File: src/rtl/mult_div_unit.sv
// Multicycle multiply/divide unit: shift-add multiply, restoring divide.
// Results land in Hi/Lo; Done pulses one cycle when they are valid.
module mult_div_unit #(
  parameter int WIDTH = 32,
  parameter int CNT_W = $clog2(WIDTH + 1)
) (
  input  logic             Clk,
  input  logic             Reset,
  input  logic             Start,
  input  logic             Op,
  input  logic             Sign,
  input  logic [WIDTH-1:0] A,
  input  logic [WIDTH-1:0] B,
  output logic [WIDTH-1:0] Hi,
  output logic [WIDTH-1:0] Lo,
  output logic             Busy,
  output logic             Done,
  output logic             DivZero
);

  typedef enum logic [2:0] {
    S_IDLE,
    S_MULT,
    S_DIV,
    S_FIX,
    S_DONE
  } state_t;

  state_t state, state_n;

  // acc holds the product, or {rem, quo} while dividing
  logic [2*WIDTH-1:0] acc;
  logic [WIDTH-1:0]   bmag;
  logic [CNT_W-1:0]   cnt;
  logic               op_q;
  logic               neg_p;
  logic               neg_r;
  logic               dz;

  logic               a_neg, b_neg, b_zero;
  logic [WIDTH-1:0]   a_mag, b_mag;
  logic [WIDTH:0]     add_sum;
  logic [2*WIDTH-1:0] mult_nxt;
  logic [WIDTH:0]     rem_sh;
  logic [WIDTH-1:0]   quo_sh;
  logic [WIDTH+1:0]   trial;
  logic [2*WIDTH-1:0] div_nxt;
  logic [2*WIDTH-1:0] prod_fix;
  logic [WIDTH-1:0]   quo_fix;
  logic [WIDTH-1:0]   rem_fix;

  always_comb begin
    a_neg  = Sign & A[WIDTH-1];
    b_neg  = Sign & B[WIDTH-1];
    a_mag  = a_neg ? -A : A;
    b_mag  = b_neg ? -B : B;
    b_zero = (B == '0);
  end

  always_comb begin
    add_sum  = {1'b0, acc[2*WIDTH-1:WIDTH]}
             + (acc[0] ? {1'b0, bmag} : {(WIDTH+1){1'b0}});
    mult_nxt = {add_sum, acc[WIDTH-1:1]};
  end

  // rem < divisor always holds, so a set rem_sh MSB means the subtract fits
  always_comb begin
    rem_sh = {acc[2*WIDTH-1:WIDTH], acc[WIDTH-1]};
    quo_sh = {acc[WIDTH-2:0], 1'b0};
    trial  = {1'b0, rem_sh} - {2'b00, bmag};
    if (trial[WIDTH+1])
      div_nxt = {rem_sh[WIDTH-1:0], quo_sh};
    else
      div_nxt = {trial[WIDTH-1:0], quo_sh[WIDTH-1:1], 1'b1};
  end

  always_comb begin
    prod_fix = neg_p ? -acc : acc;
    quo_fix  = neg_p ? -acc[WIDTH-1:0] : acc[WIDTH-1:0];
    rem_fix  = neg_r ? -acc[2*WIDTH-1:WIDTH] : acc[2*WIDTH-1:WIDTH];
  end

  always_ff @(posedge Clk) begin
    if (Reset) state <= S_IDLE;
    else       state <= state_n;
  end

  always_comb begin
    state_n = state;
    unique case (state)
      S_IDLE: begin
        if (Start) begin
          if (!Op)        state_n = S_MULT;
          else if (b_zero) state_n = S_DONE;
          else            state_n = S_DIV;
        end
      end
      S_MULT: if (cnt == CNT_W'(1)) state_n = S_FIX;
      S_DIV:  if (cnt == CNT_W'(1)) state_n = S_FIX;
      S_FIX:  state_n = S_DONE;
      S_DONE: state_n = S_IDLE;
      default: state_n = S_IDLE;
    endcase
  end

  always_ff @(posedge Clk) begin
    if (Reset) begin
      acc   <= '0;
      bmag  <= '0;
      cnt   <= '0;
      op_q  <= 1'b0;
      neg_p <= 1'b0;
      neg_r <= 1'b0;
      dz    <= 1'b0;
      Hi    <= '0;
      Lo    <= '0;
    end else begin
      unique case (state)
        S_IDLE: begin
          if (Start) begin
            op_q  <= Op;
            acc   <= {{WIDTH{1'b0}}, a_mag};
            bmag  <= b_mag;
            cnt   <= CNT_W'(WIDTH);
            neg_p <= a_neg ^ b_neg;
            neg_r <= a_neg;
            dz    <= Op & b_zero;
          end
        end
        S_MULT: begin
          acc <= mult_nxt;
          cnt <= cnt - CNT_W'(1);
        end
        S_DIV: begin
          acc <= div_nxt;
          cnt <= cnt - CNT_W'(1);
        end
        S_FIX: begin
          if (op_q) begin
            Hi <= rem_fix;
            Lo <= quo_fix;
          end else begin
            Hi <= prod_fix[2*WIDTH-1:WIDTH];
            Lo <= prod_fix[WIDTH-1:0];
          end
        end
        S_DONE: ;
        default: ;
      endcase
    end
  end

  always_comb begin
    Busy    = (state == S_MULT) || (state == S_DIV) || (state == S_FIX);
    Done    = (state == S_DONE);
    DivZero = (state == S_DONE) & dz;
  end

endmodule

File: config.mk
export PLATFORM = sky130hd
export DESIGN_NAME = mult_div_unit
export DESIGN_NICKNAME = d
export VERILOG_FILES = /design/src/rtl/mult_div_unit.sv
export SDC_FILE = /design/constraint.sdc
export NUM_CORES = 1
export LEC_CHECK = 0
export CAP_MARGIN = 0
export CORE_MARGIN = 2
export CORE_UTILIZATION = 40
export CTS_CLUSTER_DIAMETER = 100
export DETAILED_ROUTE_END_ITERATION = 10
export SLEW_MARGIN = 10
export SYNTH_ARGS = -nofsm -noshare
export SYNTH_HDL_FRONTEND = slang
export SYNTH_SLANG_ARGS = --single-unit
File: constraint.sdc
create_clock -name Clk -period 4.5 [get_ports Clk]
set_input_delay 1.125 -clock Clk [delete_from_list [all_inputs] [get_ports Clk]]
set_output_delay 1.125 -clock Clk [all_outputs]
set_load 0.05 [all_outputs]
# After elaboration in Yosys (flattened, before gate mapping)
# Index checks and enable logic that the tools add are counted.
word_totals:
  register_bits: 173
  latch_bits: 0
  ramBits: 0
  rom_bits: 0
  out_inout_bits: 67
  elab_cells: 59
  memories: 0
op_classes:
  add_sub_neg: 8
  n_mul: 0
  div: 0
  magnitude_cmp: 0
  n_eq_ne: 7
  shift: 0
  n_mux: 18
  n_bitwise: 5
  reduce_logical: 11
op_table:
  columns: ["cell", "count"]
  rows:
  - ["2-to-1 mux 32 bit", 7]
  - ["2-to-1 mux 64 bit", 3]
  - ["case mux 64 bit (3 select lines)", 1]
  - ["negator 32 bit", 4]
  - ["negator 64 bit", 1]
  - ["subtractor 33 x 32 -> 34 bit", 1]
  - ["adder 32 x 32 -> 33 bit", 1]
  - ["zero test 32 bit", 1]
  - ["2-to-1 mux 3 bit", 4]
  - ["case mux 6 bit (2 select lines)", 1]
  - ["case mux 3 bit (3 select lines)", 1]
  - ["AND reduction 2 bit", 4]
  - ["== test 3 x 2 -> 1 bit, second input constant", 2]
  - ["== test 6 x 1 -> 1 bit, second input constant", 1]
  - ["2-to-1 mux 6 bit", 1]
  - ["subtractor 6 x 1 -> 6 bit, second input constant", 1]
  - ["AND 1 bit", 4]
  - ["== test 3 x 1 -> 1 bit, second input constant", 1]
  - ["== test 3 bit, second input constant", 1]
  - ["zero test 3 bit", 1]
  - ["nonzero test 3 bit", 1]
  - ["logical OR 1 bit", 2]
  - ["inequality test 2 x 1 -> 1 bit, second input constant", 1]
  - ["inequality test 2 bit, second input constant", 1]
  - ["3 further kinds", 3]

# Depth between registers and ports, before layout
logic_depth:
  word_depth: 5
  depth_mapped: 14
  mapped_depth_nobuf: 13

# Worst setup path after synthesis
# No wires, ideal clock.
synth_path:
  path_type: "in2reg"
  from: "input port B[14]"
  to: "register bmag[30]"
  arrival_ns: 3.359
  path_slack_ns: 1.055
  path_stages: 7
  path_buffers: 0
  cell_sequence: "or4_4 -> or4_1 -> or3_1 -> or3_4 -> o41ai_4 -> xor2_1 -> a211oi_1"
synth_between:
  elab_chain_cells: 2
synth_lines:
  columns: ["element", "line", "source"]
  rows:
  - ["from (decl)", "13", "input logic [WIDTH-1:0] B,"]
  - ["negator 32 bit", "56", "b_mag = b_neg ? -B : B;"]
  - ["2-to-1 mux 32 bit", "56", null]
  - ["to (signal assigned)", "123", "bmag <= b_mag;"]
  - ["to (decl)", "33", "logic [WIDTH-1:0] bmag;"]
# No other way between the ends.
# A chain may end at the register's enable or synchronous reset.

# Worst setup path in the final report
layout_path:
  from: "register bmag[10]"
  to: "register acc[42]"
layout_between:
  elab_chain_cells: 3
  word_cells_on_any_way: 5
layout_lines:
  columns: ["element", "line", "source"]
  rows:
  - ["subtractor 33 x 32 -> 34 bit / 2-to-1 mux 32 bit (equally long branches)", "70, 62", null]
  - ["2-to-1 mux 64 bit / adder 32 x 32 -> 33 bit (equally long branches)", "71, 62", null]
  - ["case mux 64 bit (3 select lines) *", "118", "unique case (state)"]
  - ["to (signal assigned)", "122", "acc <= {{WIDTH{1'b0}}, a_mag};"]
  - ["to (signal assigned)", "131", "acc <= mult_nxt;"]
  - ["to (signal assigned)", "135", "acc <= div_nxt;"]
  - ["to (decl)", "32", "logic [2*WIDTH-1:0] acc;"]
# Mark *: on every way between the ends. The rest lies on a longest branch, timed or not.

==> results.yml <==
run_status:
  outcome: "finished, final reports clean"
synthesis:
  synth_compound_area_frac: 0.284
  synthCells: 1787
  yosys.area_share.xor_xnor: 0.107
  synth_seq_area_share: 0.258
  synth_top_family_by_area: "compound AO/OA/AOI/OAI gates"
  synth-seq-cells: 173
  yosys.area.top_type_share: 0.258
  synth.distinct_cells: 73
  syn-cell-area_mm2: 0.0134
  async_flop_share: 0
  syn_area_per_cell_um2: 7.52
  synth_edf_count: 0
  synthMuxAreaShare: 0.0167
  synth-warning-count: 0
  synthSimpleGateAreaFrac: 0.217
  yosys.area.top_type: "dfxtp_1"
  synth_adder_area_share: 0.0681
  syn_nets: 1928
  yosys-top-cells-area: "dfxtp_1, nor2_1, xor2_1, ha_1, a211oi_1"
  synth-main-ff-cell: "dfxtp_1"
routing:
  wl_um: 44400
  via_per_inst: 5.88
  drt_pass1_iterations: 8
  avgRoutedWirePerCell_um: 19.0
  postRouteAntennaNets: 0
  drc: 0
  vias: 13700
  drtIter0Drc: 1093
cts:
  clk_path_buf_depth: 2
  numCtsBuffers: 17
  post_cts_buffers: 0
  cts_sinks: 173
  cts_hold_repair.buffers: 0
  root_buffer: "clkbuf_16"
  cts.repair.resized: 0
  clk_latency_ns: 0.46
  cts_tree: "built"
  htreeDepth: 4
  path_clk_slew_ns: 0.08
power_and_ir_drop:
  ir_drop_mv: 0.438
  power_leakage_nw: 6.07
  pwr_density_cell_mw_per_mm2: 762
sta:
  whs_ns: 0.464
  hold_viol: 0
  max_freq_mhz: 259
  rsz0062_at_grt: "no"
  setup_viol: 0
  fin_crit_ns: 3.86
  totalNegativeSetupSlack_ns: 0
  finalCritPeriodShare: 0.857
  fin_skew_ns: 0.0160
  maxSlewViolCount: 0
  max_slew.worst_pin.slew_ns: 1.15
  max-slew-margin-rel: 0.236
  timing.final.ws_setup_ns: 0.642
layout:
  areaGrowthSynthToFinish_pct: 18.4
  final_common_cell: "nor2_1"
  layout_common_cells: "nor2_1, dfxtp_1, clkdlybuf4s50_1, nand2_1, a21oi_1"
  fin_nets: 2013
  num_antenna_cells: 0
  final_cells: 2333
  drive_gt1_frac: 0.0668
min_path:
  hold_depth: 2
  hold_class: "register to register"
die:
  die_x_um: 187
  die_h_um: 187
  rows: 67
  top_level_ports: 136
  core_area_mm2: 0.0333
  initial_core_util: 0.404
  die_area_mm2: 0.0351
worst_setup_path:
  worst_setup_path_start_kind: "register"
  crit_arrival_ns: 4.17
  crit_type: "register to register"
  required_ns: 4.81
  critPathCaptureType: "register"
  reg2regPathDepth: 12
  worstPathMaxFanout: 11
placement:
  pre_cts_slack_ns: 0.426
  gp_congestion: 0.929
  place.port_buffers: 135
  dp_hpwl_um: 33900
  dp_cells: 2301
global_route:
  grt_pass1_vias: 12800
  gr-usage-all-layers: 0.251
  grt_pass1_wl_um: 71000
  grt_max_degree: 121
  overflow: 0
  antenna_found_initial: 0
job:
  maxCapViolCount: 0
cells by family (layout without fill, tap and decap cells):
logic type                 Yosys count  in the layout
and+or+nand+nor                    612            612
AOI/OAI and AO/OA                  570            570
buffers and inverters              175            273
DFF                                173            173
xor gates and xnor gates           164            164
adders and majority gates           72             72
muxes                               21             21
cell usage after synthesis, types with 34 or more instances:
cell type,count
nor2_1,249
dfxtp_1,173
nand2_1,121
a21oi_1,120
o21ai_0,119
clkbuf_1,104
xor2_1,103
a211oi_1,94
ha_1,70
xnor2_1,61
inv_1,58
nor3_1,36
nand3_1,34
sequential cells by signal (all words and copies together) (netlist names):
register  count
bmag         32
op_q          1
neg_r         1
acc          64
Lo           32
Hi           32
neg_p         1
state         3
dz            1
cnt           6
worst max-delay path, stage by stage, from the launching register on:
cell and delay, ns:
dfxtp_1 0.34, inv_1 0.11, ha_1 0.40, a21o_1 0.20, a211oi_1 0.32, o22ai_1 0.19, a2111oi_2 0.58, nor2_2 0.15
a31oi_4 0.44, buf_4 0.24, mux2_2 0.34, a222oi_1 0.34, nor2_1 0.07
stage by stage:
stage	instance area [um^2]	utilization	power (mW)
final	15900	0.478	12.1
after global routing	15900	0.478	13.0
after CTS	15900	0.478	12.0
after detailed placement	15300	0.459	10.4
after global placement	15300	0.459	10.3
after floorplan	13400	-	8.21
final timing paths:
path	start	to	slack, ns
max	bmag[10]$_SDFFE_PP0P_	acc[42]$_SDFFE_PP0P_	0.64
min	Hi[15]$_SDFFE_PP0P_	Hi[15]$_SDFFE_PP0P_	0.46
max reg2reg	bmag[10]$_SDFFE_PP0P_	acc[42]$_SDFFE_PP0P_	0.64
min reg2reg	Hi[15]$_SDFFE_PP0P_	Hi[15]$_SDFFE_PP0P_	0.46
area by class of cell:
type | instances | area (um^2)
Sequential cell | 173 | 3460
Tap cell | 448 | 561
Fill cell | 3362 | 17400
Multi-Input combinational cell | 1439 | 9340
Clock inverter | 15 | 196
Clock buffer | 17 | 425
Inverter | 58 | 218
Timing Repair Buffer | 183 | 1710
where the power goes:
part           internal (mW)  switching (mW)  total (mW)  leakage (nW)
sequential              1.98           0.626        2.61          1.41
combinational           3.06            4.84        7.90          4.35
clock                  0.850           0.758        1.61         0.298
metal layers:
layer / share of wire / global-route usage
met1: 0.45 / 0.336
met2: 0.46 / 0.415
met3: 0.056 / 0.0362
met4: 0.025 / 0.0842
met5: 0 / 0
Note: power is estimated with default switching activity, not from simulation.
